## src/rtl/hazard_pkg.sv

```systemverilog
// Shared types and constants for the hazard scoreboard slice.
package hazard_pkg;

   // Register fields in a shadow slot are stored at this fixed width and
   // zero-extended from REG_W, so one slot type serves every REG_W <= 8.
   localparam int unsigned SLOT_REG_W = 8;

   // Operand forwarding select encodings driven to the EX muxes.
   typedef enum logic [1:0] {
      FWD_RF  = 2'b00,
      FWD_WB  = 2'b01,
      FWD_MEM = 2'b10
   } fwd_sel_t;

   // Opcodes used by the upstream decoder to derive id_is_load/id_is_store.
   localparam logic [4:0] OP_LD = 5'b01110;
   localparam logic [4:0] OP_ST = 5'b01111;

   // Shadow copy of an in-flight instruction's writer/store information.
   typedef struct packed {
      logic                  valid;
      logic                  wb;
      logic [SLOT_REG_W-1:0] rd;
      logic                  is_load;
      logic                  is_store;
      logic [SLOT_REG_W-1:0] st_reg;
   } slot_t;

   localparam slot_t SLOT_EMPTY = '0;

endpackage

```

## src/rtl/hazard_scoreboard_unit_if.sv

```systemverilog
// Decode-side request and EX/MEM control bundle of the hazard scoreboard.
interface hazard_scoreboard_unit_if #(
   parameter int unsigned REG_W   = 4,
   parameter int unsigned NUM_SRC = 3,
   parameter int unsigned LAT_W   = 4
);
   logic                     id_valid;
   logic [NUM_SRC*REG_W-1:0] id_rs;
   logic [NUM_SRC-1:0]       id_rs_used;
   logic                     id_wb;
   logic [REG_W-1:0]         id_rd;
   logic                     id_is_load;
   logic                     id_is_store;
   logic [LAT_W-1:0]         id_lat;
   logic                     flush;
   logic                     stall;
   logic [NUM_SRC*2-1:0]     fwd_sel_e;
   logic                     fwd_st_m;
   logic                     busy;

   // Decoder / pipeline control side.
   modport master (
      output id_valid, id_rs, id_rs_used, id_wb, id_rd, id_is_load,
             id_is_store, id_lat, flush,
      input  stall, fwd_sel_e, fwd_st_m, busy
   );

   // Hazard unit side.
   modport slave (
      input  id_valid, id_rs, id_rs_used, id_wb, id_rd, id_is_load,
             id_is_store, id_lat, flush,
      output stall, fwd_sel_e, fwd_st_m, busy
   );
endinterface

```

## src/rtl/hazard_match.sv

```systemverilog
// Compares one decode operand against the EX and MEM shadow slots.
// The WB-slot writer has already reached the write-first regfile, so it
// never needs a comparison here.
module hazard_match
   import hazard_pkg::*;
#(
   parameter bit ZERO_REG_EN = 1'b0
) (
   input  logic                  rs_used,
   input  logic [SLOT_REG_W-1:0] rs,
   input  logic                  ex_live,
   input  logic [SLOT_REG_W-1:0] ex_rd,
   input  logic                  ex_is_load,
   input  logic                  mem_live,
   input  logic [SLOT_REG_W-1:0] mem_rd,
   output logic                  match_ex,
   output logic                  match_mem,
   output logic                  load_use
);

   logic rs_ok;

   // Operand qualifies for matching only if read and not the hardwired zero.
   always_comb begin
      rs_ok     = rs_used && !(ZERO_REG_EN && (rs == '0));
      match_ex  = rs_ok && ex_live && (ex_rd == rs);
      match_mem = rs_ok && mem_live && (mem_rd == rs);
      load_use  = match_ex && ex_is_load;
   end

endmodule

```

## src/rtl/hazard_scoreboard_unit.sv

```systemverilog
// Hazard scoreboard: shadows EX/MEM/WB writers, raises decode stall for
// load-use and multi-cycle EX, and registers forwarding selects.
module hazard_scoreboard_unit
   import hazard_pkg::*;
#(
   parameter int unsigned REG_W       = 4,
   parameter int unsigned NUM_SRC     = 3,
   parameter int unsigned MAX_LAT     = 8,
   parameter int unsigned LAT_W       = $clog2(MAX_LAT + 1),
   parameter bit          ZERO_REG_EN = 1'b0
) (
   input logic                clk,
   input logic                rst,
   hazard_scoreboard_unit_if.slave hs
);

   slot_t                 ex_q, mem_q, wb_q;
   slot_t                 ex_d, mem_d, id_slot;
   logic [LAT_W-1:0]      busy_cnt, cnt_d, lat_eff;
   logic [NUM_SRC*2-1:0]  fwd_sel_q, sel_id, sel_d;
   logic                  fwd_st_q, fwd_st_d;
   logic                  busy_q;
   logic [SLOT_REG_W-1:0] rs_ext [NUM_SRC];
   logic [NUM_SRC-1:0]    match_ex, match_mem, load_use;
   logic                  load_use_any, busy_hold;
   logic                  slot_unused;

   // WB slot is kept for visibility of the retiring writer; nothing reads it.
   assign slot_unused = ^wb_q;

   // Zero-extend each source register address to slot width.
   always_comb begin
      for (int unsigned i = 0; i < NUM_SRC; i++) begin
         rs_ext[i]              = '0;
         rs_ext[i][REG_W-1:0]   = hs.id_rs[i*REG_W +: REG_W];
      end
   end

   for (genvar g = 0; g < NUM_SRC; g++) begin : g_match
      hazard_match #(
         .ZERO_REG_EN (ZERO_REG_EN)
      ) u_match (
         .rs_used    (hs.id_rs_used[g]),
         .rs         (rs_ext[g]),
         .ex_live    (ex_q.valid && ex_q.wb),
         .ex_rd      (ex_q.rd),
         .ex_is_load (ex_q.is_load),
         .mem_live   (mem_q.valid && mem_q.wb),
         .mem_rd     (mem_q.rd),
         .match_ex   (match_ex[g]),
         .match_mem  (match_mem[g]),
         .load_use   (load_use[g])
      );
   end

   // Decode-stall request; flush and an empty decode slot never stall.
   always_comb begin
      load_use_any = |load_use;
      busy_hold    = (busy_cnt != '0);
      hs.stall     = hs.id_valid && !hs.flush && (load_use_any || busy_hold);
   end

   // Decode entry as it would be captured into the EX slot, plus its selects.
   always_comb begin
      id_slot                  = SLOT_EMPTY;
      id_slot.valid            = hs.id_valid;
      id_slot.wb               = hs.id_wb;
      id_slot.rd[REG_W-1:0]    = hs.id_rd;
      id_slot.is_load          = hs.id_is_load;
      id_slot.is_store         = hs.id_is_store;
      id_slot.st_reg           = rs_ext[NUM_SRC-1];
      lat_eff = (hs.id_lat > LAT_W'(MAX_LAT)) ? LAT_W'(MAX_LAT) : hs.id_lat;
      sel_id = '0;
      for (int unsigned i = 0; i < NUM_SRC; i++) begin
         if (match_ex[i])       sel_id[i*2 +: 2] = FWD_MEM;
         else if (match_mem[i]) sel_id[i*2 +: 2] = FWD_WB;
         else                   sel_id[i*2 +: 2] = FWD_RF;
      end
   end

   // Next-state selection. A multi-cycle op holds EX even when decode is
   // empty, so an idle decode slot cannot push it out before it completes.
   always_comb begin
      ex_d  = id_slot;
      mem_d = ex_q;
      cnt_d = '0;
      sel_d = '0;
      if (hs.flush) begin
         ex_d  = SLOT_EMPTY;
      end else if (busy_hold) begin
         ex_d  = ex_q;
         mem_d = SLOT_EMPTY;
         cnt_d = busy_cnt - LAT_W'(1);
         sel_d = fwd_sel_q;
      end else if (hs.id_valid && load_use_any) begin
         ex_d  = SLOT_EMPTY;
      end else begin
         if (hs.id_valid) begin
            sel_d = sel_id;
            if (lat_eff > LAT_W'(1)) cnt_d = lat_eff - LAT_W'(1);
         end
      end
      fwd_st_d = mem_d.valid && mem_d.is_store &&
                 mem_q.valid && mem_q.wb && mem_q.is_load &&
                 (mem_q.rd == mem_d.st_reg) &&
                 !(ZERO_REG_EN && (mem_d.st_reg == '0));
   end

   // Slot shift, busy counter and registered control outputs.
   always_ff @(posedge clk) begin
      if (!rst) begin
         ex_q      <= SLOT_EMPTY;
         mem_q     <= SLOT_EMPTY;
         wb_q      <= SLOT_EMPTY;
         busy_cnt  <= '0;
         fwd_sel_q <= '0;
         fwd_st_q  <= 1'b0;
         busy_q    <= 1'b0;
      end else begin
         ex_q      <= ex_d;
         mem_q     <= mem_d;
         wb_q      <= mem_q;
         busy_cnt  <= cnt_d;
         fwd_sel_q <= sel_d;
         fwd_st_q  <= fwd_st_d;
         busy_q    <= (cnt_d != '0);
      end
   end

   assign hs.fwd_sel_e = fwd_sel_q;
   assign hs.fwd_st_m  = fwd_st_q;
   assign hs.busy      = busy_q;

endmodule

```

## src/flat_wrapper.sv

```systemverilog
// flat-port wrapper written by rule: the top's interface ports become plain ports
module hazard_scoreboard_unit_flat import hazard_pkg::*;
#(
   parameter int unsigned REG_W       = 4,
   parameter int unsigned NUM_SRC     = 3,
   parameter int unsigned MAX_LAT     = 8,
   parameter int unsigned LAT_W       = $clog2(MAX_LAT + 1),
   parameter bit          ZERO_REG_EN = 1'b0
)
  (clk, rst, hs_id_valid, hs_id_rs, hs_id_rs_used, hs_id_wb, hs_id_rd, hs_id_is_load, hs_id_is_store, hs_id_lat, hs_flush, hs_stall, hs_fwd_sel_e, hs_fwd_st_m, hs_busy);
  hazard_scoreboard_unit_if #(.REG_W(REG_W), .NUM_SRC(NUM_SRC), .LAT_W(LAT_W)) hs_i ();
  input logic clk;
  input logic rst;
  input wire logic [$bits(hs_i.id_valid)-1:0] hs_id_valid;
  input wire logic [$bits(hs_i.id_rs)-1:0] hs_id_rs;
  input wire logic [$bits(hs_i.id_rs_used)-1:0] hs_id_rs_used;
  input wire logic [$bits(hs_i.id_wb)-1:0] hs_id_wb;
  input wire logic [$bits(hs_i.id_rd)-1:0] hs_id_rd;
  input wire logic [$bits(hs_i.id_is_load)-1:0] hs_id_is_load;
  input wire logic [$bits(hs_i.id_is_store)-1:0] hs_id_is_store;
  input wire logic [$bits(hs_i.id_lat)-1:0] hs_id_lat;
  input wire logic [$bits(hs_i.flush)-1:0] hs_flush;
  output wire logic [$bits(hs_i.stall)-1:0] hs_stall;
  output wire logic [$bits(hs_i.fwd_sel_e)-1:0] hs_fwd_sel_e;
  output wire logic [$bits(hs_i.fwd_st_m)-1:0] hs_fwd_st_m;
  output wire logic [$bits(hs_i.busy)-1:0] hs_busy;
  assign hs_i.id_valid = hs_id_valid;
  assign hs_i.id_rs = hs_id_rs;
  assign hs_i.id_rs_used = hs_id_rs_used;
  assign hs_i.id_wb = hs_id_wb;
  assign hs_i.id_rd = hs_id_rd;
  assign hs_i.id_is_load = hs_id_is_load;
  assign hs_i.id_is_store = hs_id_is_store;
  assign hs_i.id_lat = hs_id_lat;
  assign hs_i.flush = hs_flush;
  assign hs_stall = hs_i.stall;
  assign hs_fwd_sel_e = hs_i.fwd_sel_e;
  assign hs_fwd_st_m = hs_i.fwd_st_m;
  assign hs_busy = hs_i.busy;
  hazard_scoreboard_unit #(.REG_W(REG_W), .NUM_SRC(NUM_SRC), .MAX_LAT(MAX_LAT), .LAT_W(LAT_W), .ZERO_REG_EN(ZERO_REG_EN)) u_core (.clk(clk), .rst(rst), .hs(hs_i));
endmodule
```

## config.mk

```make
export PLATFORM = sky130hd
export DESIGN_NAME = hazard_scoreboard_unit_flat
export DESIGN_NICKNAME = d
export VERILOG_FILES = /design/src/rtl/hazard_pkg.sv /design/src/rtl/hazard_scoreboard_unit_if.sv /design/src/rtl/hazard_match.sv /design/src/rtl/hazard_scoreboard_unit.sv /design/src/flat_wrapper.sv
export SDC_FILE = /design/constraint.sdc
export NUM_CORES = 1
export LEC_CHECK = 0
export CAP_MARGIN = 5
export CORE_ASPECT_RATIO = 0.8
export CORE_MARGIN = 5
export CORE_UTILIZATION = 29
export CTS_BUF_LIST = sky130_fd_sc_hd__clkbuf_2 sky130_fd_sc_hd__clkbuf_4 sky130_fd_sc_hd__clkbuf_8
export CTS_CLUSTER_DIAMETER = 200
export DETAILED_ROUTE_END_ITERATION = 8
export PLACE_DENSITY_LB_ADDON = 0.08
export SETUP_SLACK_MARGIN = 0.1
export SLEW_MARGIN = 40
export SYNTH_ARGS = -nofsm -noshare
export SYNTH_HDL_FRONTEND = slang
export SYNTH_SLANG_ARGS = --single-unit
```

## constraint.sdc

```tcl
create_clock -name clk -period 5.4 [get_ports clk]
set_input_delay 0.81 -clock clk [delete_from_list [all_inputs] [get_ports clk]]
set_output_delay 0.81 -clock clk [all_outputs]
set_load 0.1 [all_outputs]
```

[Yosys cells after proc, flatten, opt, wreduce, memory -nomap -nowiden]
Cells that the tools add are included.
Operators by class
  multiplexer cells: 17
  reduce and logical (&&, ||, !) cells: 31
  add/sub/neg operators: 2
  eq/ne operators: 7
  bitwise gates (word level): 1
  magnitude comparators: 2
Operators by type and width (number)
  $mux 20: 3
  $eq 8x4->1: 6
  $logic_and 1x1->1: 25
  $mux 4: 6
  $mux 6: 2
  $eq 8x8->1: 1
  $reduce_bool 4->1: 2
  $sub 4x1->4 const B: 2
  $mux 2: 3
  $gt 4x1->1 const B: 1
  $gt 4x4->1 const B: 1
  $mux 1: 3
  $reduce_or 3->1: 1
  $reduce_or 2->1: 1
  $logic_not 1->1: 1
  $logic_or 1x1->1: 1
  $not 1->1: 1
Word-level totals
  register bits: 43
  output and inout bits: 9
  logic and storage cells: 74

[Longest topological paths before layout]
Gate-level depths: netlist of the first run.
  word-level depth: 10
  depth in mapped cells: 8

[Modules after synthesis]
A second synthesis of the first run with hierarchy kept.
Second synthesis, totals
  cells, all modules: 230
  area total of the unflattened synthesis: 1931.9 um^2
Modules (own cells, without submodules)
  hazard_scoreboard_unit: sequential area each 620.6 um^2, area an instance 1271.2 um^2, cells each 137, times used 1
  hazard_match: sequential area each 0.0 um^2, area an instance 220.2 um^2, cells each 31, times used 3

[Worst setup path after synthesis of the first run]
Ideal clock, no wire load.
  path type: input to output
  from: input port hs_id_rs[1]
  to: output port hs_stall
  required time: 4590 ps
  data arrival time: 3820 ps
  setup slack: 770 ps
  stages: 4
  cells stage by stage: xor2_1 -> nor4_2 -> o31ai_4 -> a211oi_1
Between the ends
  longest elaborated chain between the ends: 6
Ends and longest elaborated chain
  start, declared: RTL line flat_wrapper.sv:15  | input wire logic [$bits(hs_i.id_rs)-1:0] hs_id_rs;
  $eq 8x4->1: RTL line hazard_match.sv:26  | match_ex = rs_ok && ex_live && (ex_rd == rs);
  $logic_and 1x1->1: RTL line hazard_match.sv:26
  $logic_and 1x1->1: RTL line hazard_match.sv:28  | load_use = match_ex && ex_is_load;
  $reduce_or 3->1: RTL line hazard_scoreboard_unit.sv:58  | load_use_any = |load_use;
  $logic_or 1x1->1: RTL line hazard_scoreboard_unit.sv:60  | hs.stall = hs.id_valid && !hs.flush && (load_use_any || busy_hold);
  $logic_and 1x1->1: RTL line hazard_scoreboard_unit.sv:60
  end, declared: RTL line flat_wrapper.sv:23  | output wire logic [$bits(hs_i.stall)-1:0] hs_stall;
No other way between the ends.

[Final worst setup path of the first run]
  from: input port hs_id_rs[10]
  to: output port hs_stall
The elaborated chain is that of the path after synthesis.

==> impl_results.md, run 1 <==
- Peak VDD IR: 0.149 mV
- Share of post-route cells with drive strength above 1: 0.123
- Pleak: around 0.77 nW
- GR Overflow Total: 0
- Fin Hold WS: approximately 450 ps
- CTS sink cnt: 31
- Post-synth net total: 184
- Area Overhead vs Synth: 34.6%
- Detailed Route WL: between 3000 and 4000 um
- CP cell instances: clkdlybuf4s50_1 -> xnor2_1 -> nand4_1 -> nor4_2 -> o31ai_4 -> a211oi_1 -> buf_4
- Number of nets still failing antenna checks after routing: 0
- Most used DFF post-synth: dfxtp_1
- Setup TNS: 0 ps
- Die area: roughly 0.0067 sq mm
- Gpl congestion: around 0.87
- Starting Density: 0.298
- Worst skew pair latency: between 200 and 300 ps
- Clock slew at reported path FFs: about 70 ps
- DP HPWL: a little over 3000 um
- TritonCTS buffer count: 5
- IO Pins: 39
- FF+latch count, synth: 31
- Fin crit period: ~3500 ps
- Count leader, synth: dfxtp_1
- Vias in the first global route: around 1,200
- WP data required: roughly 4600 ps
- Cells after Synth: between 150 and 200
- Yosys top cell area share: 0.419
- Ys Warns: 0
- Critical Path Start Type: input pin
- Post-CTS Resized: 0
- Clk root buf: clkbuf_8
- Status: finished, final reports clean
- Final setup viols: 0
- GRT Total Usage: 0.116
- Average wire per standard cell: approximately 15 um
- RSZ-0062 raised after global routing: false
- Fin Clk Skew: around 3.4 ps
- H-tree levels: 2
- Die Y: 74.0 um
- Max FO, Critical Path: 7
- PnR Total Power: around 0.00063 W
- Dominant cell type by area after synthesis: dfxtp_1
- Post-CTS setup buffer count: 0
- Crit-path slowest cell: clkdlybuf4s50_1
- Die X-Extent: about 90 um
- Seq/Total Area, Yosys: 0.419
- Final instance area: 0.00200 sq mm
- Slew margin rel.: 0.580
- Measured slew at the worst slew-check pin: around 630 ps
- Antenna violations before repair: 0
- Cell Rows: 23
- Worst Path Arrival: 2730 ps
- Vias per Instance: slightly below 5
- Core Region: between 0.004 and 0.005 sq mm
- Initial DRC count: between 70 and 80
- Worst setup EP type: primary output
- Post-Syn Area per Cell: 9.69 sq um
- Asr flop ratio synth: 0
- Synth cell types: 35
- Max-slew violations: 0
- # DRC: 0
- First-pass GRT wire length: between 6000 and 7000 um
- Number of synthesized flops with an enable pin: 0
- CTS tree: done
- Synth top area cells: dfxtp_1 42%, xor2_1 11%, xnor2_1 6.5%
- Buffers on Ports: 38
- Final period util: 0.655
- Synth top cells by count: 31 x dfxtp_1, 19 x xor2_1, 11 x xnor2_1
- FMAX: around 280 MHz
- Max Cap Violations: 0
- Drt first pass iters: 4
- CTS Buffer Depth: 2
- Crit-path max cell delay: around 530 ps
- Nets@finish: 225
- Hold Crit Class: reg -> reg
- Total number of vias: around 1,200
- Post-synthesis cell area: around 0.0015 sq mm
- DP Area: about 0.0019 sq mm
- Hold_buf cts: 0
- Layout fillers: roughly 500
- Diode count: 0
- Pin count of the biggest net entering global routing: 15
- Setup Crit Path Kind: in -> out
- Final Hold Viols: 0
- Power Density: around 310 mW/mm^2
## per-stage QoR
step	utilization	instances	setup WS, ps
6_report	0.401	257	1860
5_1_grt	0.401	257	1690
4_1_cts	0.401	257	1830
3_5_place_dp	0.377	249	1840
3_3_place_gp	0.385	249	1880
2_1_floorplan	-	153	770
## flip-flops by register name, summed over array words and instances, names as in the netlist
name	flops
u_core.mem_q	7
u_core.ex_q	12
u_core.hs.fwd_st_m	1
u_core.hs.fwd_sel_e	6
u_core.hs.busy	1
u_core.busy_cnt	4
## cells in the final DEF, fill, tap and decap left out, types with 6 or more instances in the layout
master / instances
xnor2_1: 11
and2_1: 6
a22o_1: 10
nor2_1: 8
buf_2: 8
xor2_1: 19
clkdlybuf4s50_1: 29
clkbuf_8: 6
dfxtp_1: 31
nand2_1: 6
## final cells by class
| cell class | count | area (sq um) | share of cell area |
|---|---|---|---|
| multi-input combinational | 114 | 827 | 0.414 |
| sequential | 31 | 621 | 0.311 |
| timing repair buffer | 38 | 338 | 0.169 |
| clock buffer | 6 | 82.6 | 0.0414 |
| tap | 62 | 77.6 | 0.0389 |
| clock inverter | 2 | 35.0 | 0.0176 |
| inverter | 4 | 15.0 | 0.00752 |
## metal layers
layer | wire length, um | vias up | track usage
li1 | - | 631 | -
met1 | 1960 | 569 | 0.167
met2 | 1540 | 38 | 0.162
met3 | 219 | 2 | 0.0425
met4 | 17 | 0 | 0.0347
met5 | 0 | - | 0
## worst max-delay path: cells and delay by family
family,cells,cell delay [ps]
buf+inv,2,860
simple gates,2,510
compound gates,2,400
xor+xnor,1,140
## final timing paths
check                                       startpoint                      to  slack (ps)  depth (start not counted)
worst max-delay path                      hs_id_rs[10]                hs_stall        1860                          7
worst min-delay path            u_core.hs.fwd_sel_e[0]  u_core.hs.fwd_sel_e[0]         450                          2
worst max register to register      u_core.busy_cnt[0]         u_core.ex_q[13]        3360                          7
worst min register to register  u_core.hs.fwd_sel_e[0]  u_core.hs.fwd_sel_e[0]         450                          2
## cell families after synthesis
family / after synthesis / share of synthesized area
AO/OA/AOI/OAI: 31 / 0.163
AND/OR/NAND/NOR: 52 / 0.208
XOR/XNOR: 30 / 0.177
flip-flops: 31 / 0.419
adder cells (fa/ha/maj): 1 / 0.00844
buffers and inverters: 8 / 0.0253
## where the power goes
part / leakage, nW / switching [W] / internal [W]
Clock: 0.0612 / 0.0000834 / 0.000149
Combinational: 0.457 / 0.0000745 / 0.0000586
Sequential: 0.252 / 0.0000176 / 0.000245
(Power assumes the default switching activity.)
==> run 2: changes to the inputs <==
- clock period: 5.4 -> 2.8 ns (I/O delays scaled with it)
==> run 2 against run 1 <==
  * Power increased by 79%
  * Critical path type unchanged
  * Flip-flop and latch count unchanged
  * Critical endpoint unchanged
  * Routed wire length increased by 2.8%
  * Non-clock buffer count increased by 5
  * Design area increased by 2.9%
  * Largest power group unchanged
  * Highest routed layer unchanged
  * First-iteration DRC count increased by 4.2%
  * Combinational power increased by 110%
  * Cell count increased by 1.6%
  * Via count increased by 1.1%
  * Sequential share of layout area decreased by 0.89 points
  * Clock-buffer cell count unchanged
==> impl_results.md, run 2 (synthesis results as in run 1) <==
- Clock slew at reported path FFs: 60 ps
- Pin count of the biggest net entering global routing: 15
- H-tree levels: 2
- Detailed Route WL: between 3000 and 4000 um
- CTS Buffer Depth: 2
- RSZ-0062 raised after global routing: false
- Status: finished, final reports clean
- Most flops, register: u_core.ex_q
- Worst setup EP type: primary output
- Buffers on Ports: 38
- Vias per Instance: ~4.8
- Critical Path Start Type: input pin
- Finished Layout Cells: between 200 and 300
- Pleak: just under 0.8 nW
- Diode count: 0
- P_int: 0.000790 W
- # DRC: 0
- Crit-path max cell delay: about 550 ps
- Vias in the first global route: ~1,300
- Drt first pass iters: 4
- Gpl congestion: about 0.86
- Max-slew violations: 0
- IO Pins: 39
- Nets@finish: 230
- Fin util: 0.413
- Total number of vias: 1,254
- Die X-Extent: approximately 90 um
- Fin Clk Skew: between 3 and 4 ps
- Worst Path Arrival: approximately 2200 ps
- GRT Total Usage: 0.123
- Max FO, Critical Path: 7
- Setup TNS: 0 ps
- Clk root buf: clkbuf_8
- FMAX: ~390 MHz
- Crit-path slowest cell: clkdlybuf4s50_1
- Power Density: approximately 550 mW/mm^2
- TritonCTS buffer count: 5
- Slew margin rel.: 0.735
- First-pass GRT wire length: between 6000 and 7000 um
- Final period util: 0.919
- Sw Pwr: between 0.0003 and 0.0004 W
- DP HPWL: roughly 3300 um
- Final setup viols: 0
- Die area: 0.00665 sq mm
- Most common cell after layout, fill and taps aside: dfxtp_1
- Share of post-route cells with drive strength above 1: 0.141
- Die Y: about 74 um
- Final Hold Viols: 0
- Worst skew pair latency: between 200 and 300 ps
- Switch share: 0.298
- Peak VDD IR: 0.261 mV
- Fin Hold WS: approximately 460 ps
- CP cell instances: clkdlybuf4s50_1 -> xnor2_1 -> nand4_1 -> nor4_2 -> buf_4 -> o31ai_4 -> a211oi_4 -> buf_12
- CTS tree: done
- Antenna violations before repair: 0
- Fraction of power consumed by sequential logic: 0.451
- Fin crit period: 2570 ps
- Core Region: ~0.005 sq mm
- Area Overhead vs Synth: 38.6%
- Average wire per standard cell: 14.7 um
- Clk pwr share: 0.304
- Commonest cells after routing, fill and taps aside: 31 x dfxtp_1, 29 x clkdlybuf4s50_1, 19 x xor2_1, 13 x buf_4, 11 x xnor2_1
- Starting Density: 0.298
- WP data required: between 2000 and 2500 ps
- GR Overflow Total: 0
- Setup Crit Path Kind: in -> out
- Max FFs per register: 12
- Max Cap Violations: 0
- CTS sink cnt: 31
- Measured slew at the worst slew-check pin: 394 ps
- Initial DRC count: between 70 and 80
- Placed insts: around 250
- Hold Crit Class: reg -> reg
- Number of nets still failing antenna checks after routing: 0
- Cell Rows: 23
- Logic gate share of total power: 0.246
run 2: cell types whose count changed in the layout (fill, tap and decap cells not counted):
| cell | delta |
|---|---|
| a211oi_4 | +1 |
| a211oi_1 | -1 |
| nor2_1 | +1 |
| buf_12 | +1 |
| buf_2 | -8 |
| bufinv_16 | -1 |
| nor4_4 | +1 |
| buf_4 | +12 |
| nor2_2 | -1 |
| nor4_2 | -1 |
run 2: path summary, 6_finish.rpt:
check | startpoint | end | slack, ps | depth (start not counted)
max | hs_id_rs[10] | hs_stall | 230 | 8
min | u_core.hs.fwd_sel_e[0] | u_core.hs.fwd_sel_e[0] | 460 | 2
max reg2reg | u_core.busy_cnt[0] | u_core.ex_q[9] | 800 | 8
min reg2reg | u_core.hs.fwd_sel_e[0] | u_core.hs.fwd_sel_e[0] | 460 | 2
run 2: critical path, delay by kind of cell:
family / cells / cell delay [ps]
AND/OR/NAND/NOR: 2 / 270
AO/OA/AOI/OAI: 2 / 390
XOR/XNOR: 1 / 130
buffers and inverters: 3 / 940
run 2: power groups by stage:
stage,clock (W),combinational [W],sequential (W)
3_5_place_dp,0,0.000275,0.000517
2_1_floorplan,0,0.000159,0.000527
6_report,0.000342,0.000276,0.000507
4_1_cts,0.000354,0.000276,0.000507
3_3_place_gp,0,0.000270,0.000516
5_1_grt,0.000378,0.000302,0.000512
run 2: per-layer routing:
| metal | GRT usage | share of wire |
|---|---|---|
| met5 | 0 | 0 |
| met4 | 0.0397 | 0.0099 |
| met3 | 0.0364 | 0.046 |
| met2 | 0.174 | 0.43 |
| met1 | 0.181 | 0.51 |
run 2: what timing repair did:
| item | 4_1_cts | 5_1_grt |
|---|---|---|
| hold buffers | 0 | 0 |
| resized for setup | 0 | 1 |
| setup buffers | 0 | 0 |
| setup endpoints to repair | 0 | 1 |
run 2: area by class of cell:
type                    count  area [sq um]
multi-input cells         114           846
flip-flops and latches     31           621
inverters                   4          15.0
repair buffers             43           408
fillers                   494          2920
well taps                  62          77.6
clock buffers               6          82.6
clock inverters             1          5.00
run 2: metrics by stage:
| stage | total power, W | cell area (sq um) | worst slack [ps] |
|---|---|---|---|
| after floorplan | 0.000685 | 1500 | 318 |
| after global placement | 0.000786 | 1960 | 183 |
| after detailed placement | 0.000791 | 1960 | 193 |
| after CTS | 0.00114 | 2050 | 192 |
| after global routing | 0.00119 | 2050 | 106 |
| final | 0.00113 | 2050 | 228 |
==> run 3: changes to the inputs <==
- CORE_ASPECT_RATIO: 0.8 -> 0.9
- GPL_TIMING_DRIVEN: default -> 0
==> run 3 against run 2 <==
  * Routed wire length is 0.52% higher
  * Design area shrank 0.18%
  * Worst setup slack got worse by 24 ps
  * Maximum frequency down 0.92%
  * Register-to-register slack got worse by 80 ps
  * Largest power group unchanged
  * Flip-flop and latch count unchanged
  * Clock power increased by 6%
  * Combinational power rose by 1%
  * Clock-buffer cell count unchanged
  * Sequential share of layout area grew 0.055 points
  * Global-route usage shrank 0.64 points
  * Utilization increased by 0.63 points
==> impl_results.md, run 3 (synthesis results as in run 1) <==
- PnR Total Power: 0.00115 W
- Crit-path slowest cell: clkdlybuf4s50_1
- Peak VDD IR: 0.212 mV
- CTS sink cnt: 31
- Most common cell after layout, fill and taps aside: dfxtp_1
- Measured slew at the worst slew-check pin: a little under 500 ps
- PnR worst setup slack: between 200 and 250 ps
- Final instance area: just over 0.002 sq mm
- Worst skew pair latency: ~290 ps
- Layout fillers: around 500
- Hold Startpoint: u_core.hs.fwd_sel_e[2]
- Worst Path Arrival: 2180 ps
- RSZ-0062 raised after global routing: false
- Max Cap Violations: 0
- Antenna violations before repair: 0
- CP cell instances: clkdlybuf4s50_1 -> xnor2_1 -> nand4_1 -> nor4_4 -> o31ai_4 -> a211oi_4 -> buf_12
- Buffers on Ports: 38
- Cell Rows: 24
- Gpl congestion: about 0.77
- Average wire per standard cell: approximately 15 um
- Hold Crit Class: reg -> reg
- Power Density: 559 mW/mm^2
- Area Overhead vs Synth: 38.3%
- H-tree levels: 2
- Worst setup EP type: primary output
- Hold Path End: u_core.hs.fwd_sel_e[2]
- Crit-path max cell delay: 510 ps
- TritonCTS buffer count: 5
- CTS tree: done
- GR Overflow Total: 0
- DP HPWL: slightly above 3000 um
- Detailed Route WL: about 3900 um
- CTS Buffer Depth: 2
- Drt first pass iters: 4
- Worst reg2reg setup slack: ~720 ps
- IO Pins: 39
- Slew margin rel.: 0.675
- Seq. cell area: around 620 sq um
- Status: finished, final reports clean
- # DRC: 0
- Die X-Extent: approximately 85 um
- Multi-input logic area: approximately 860 sq um
- Diode count: 0
- Commonest cells after routing, fill and taps aside: 31 x dfxtp_1, 28 x clkdlybuf4s50_1, 19 x xor2_1, 11 x xnor2_1, 10 x a22o_1
- First-pass GRT wire length: approximately 6000 um
- Initial DRC count: 64
- Placed insts: ~260
- Starting Density: 0.303
- Clk root buf: clkbuf_8
- Share of post-route cells with drive strength above 1: 0.126
- Total number of vias: about 1,300
- Vias per Instance: 4.78
- FMAX: between 300 and 400 MHz
- Pin count of the biggest net entering global routing: 11
- Fin crit period: ~2600 ps
- Clock slew at reported path FFs: roughly 60 ps
- Setup TNS: 0 ps
- Max-slew violations: 0
- Most flops, register: u_core.ex_q
- Core Region: between 0.004 and 0.005 sq mm
- Reg2Reg Depth: 7
- Die Y: just under 80 um
- Hold_buf cts: 0
- Finished Layout Cells: about 260
- Hold depth: 2
- Critical Path Start Type: input pin
- DP Area: 0.00191 sq mm
- Final period util: 0.927
- Max FO, Critical Path: 7
- Die area: around 0.0066 sq mm
- Dpl ws: -195 ps
- Final Hold Viols: 0
- Vias in the first global route: between 1,000 and 1,500
- Setup Crit Path Kind: in -> out
- GRT Total Usage: 0.117
- WP data required: 2380 ps
- Final setup viols: 0
- R2R Path Start: u_core.busy_cnt[0]
- Critical R2R Capture: u_core.ex_q[2]
- Pleak: approximately 0.8 nW
- Fin Clk Skew: between 4 and 5 ps
- Nets@finish: 230
- Max FFs per register: 12
- Number of nets still failing antenna checks after routing: 0
-- run 3: cell types whose count changed in the layout (fill, tap and decap cells not counted), sizes merged --
cell | previous run | this run
buf | 14 | 12
dlymetal6s2s | 0 | 1
clkbuf | 6 | 8
clkdlybuf4s50 | 29 | 28
-- run 3: final cells by class --
type	count	area share
plain buffers	4	0.0110
clock buffers	6	0.0403
clock inverters	1	0.00244
inverters	4	0.00732
multi-input cells	114	0.421
flip-flops and latches	31	0.303
well taps	65	0.0397
repair buffers	39	0.176
-- run 3: power breakdown --
part           internal [W]  switching [W]
sequential         0.000472      0.0000330
combinational      0.000124       0.000157
clock              0.000193       0.000168
-- run 3: worst max-delay path: cells and delay by family --
| kind | cells | cell delay, ps |
|---|---|---|
| and+or+nand+nor | 2 | 470 |
| buffers and inverters | 2 | 720 |
| xor gates and xnor gates | 1 | 130 |
| AOI/OAI and AO/OA | 2 | 430 |
-- run 3: per-layer routing --
layer,wire (um),part of all wire,global-route usage,vias up
met5,0,0,0,-
met3,265,0.069,0.0424,7
li1,-,-,-,633
met2,1590,0.41,0.159,42
met4,74,0.019,0.0570,0
met1,1930,0.50,0.161,579
-- run 3: worst max path at each step --
stage	start	endpoint	cells after the start
finish	hs_id_rs[6]	hs_stall	7
global route	hs_id_rs[2]	hs_stall	7
CTS	hs_id_rs[10]	hs_stall	7
floorplan	hs_id_rs[1]	hs_stall	4
detailed placement	hs_id_rs[10]	hs_stall	7
global placement	hs_id_rs[10]	hs_stall	7
-- run 3: what timing repair did --
action	CTS	global route
pin swaps	0	2
gates resized for setup	5	3
setup endpoints to repair	1	1
setup buffers	0	1
cloned	0	0
-- run 3: stage by stage --
stage	util	hold WS, ps
after floorplan	-	433
after global placement	0.400	442
after detailed placement	0.391	443
after CTS	0.415	452
after global routing	0.419	466
final	0.419	452
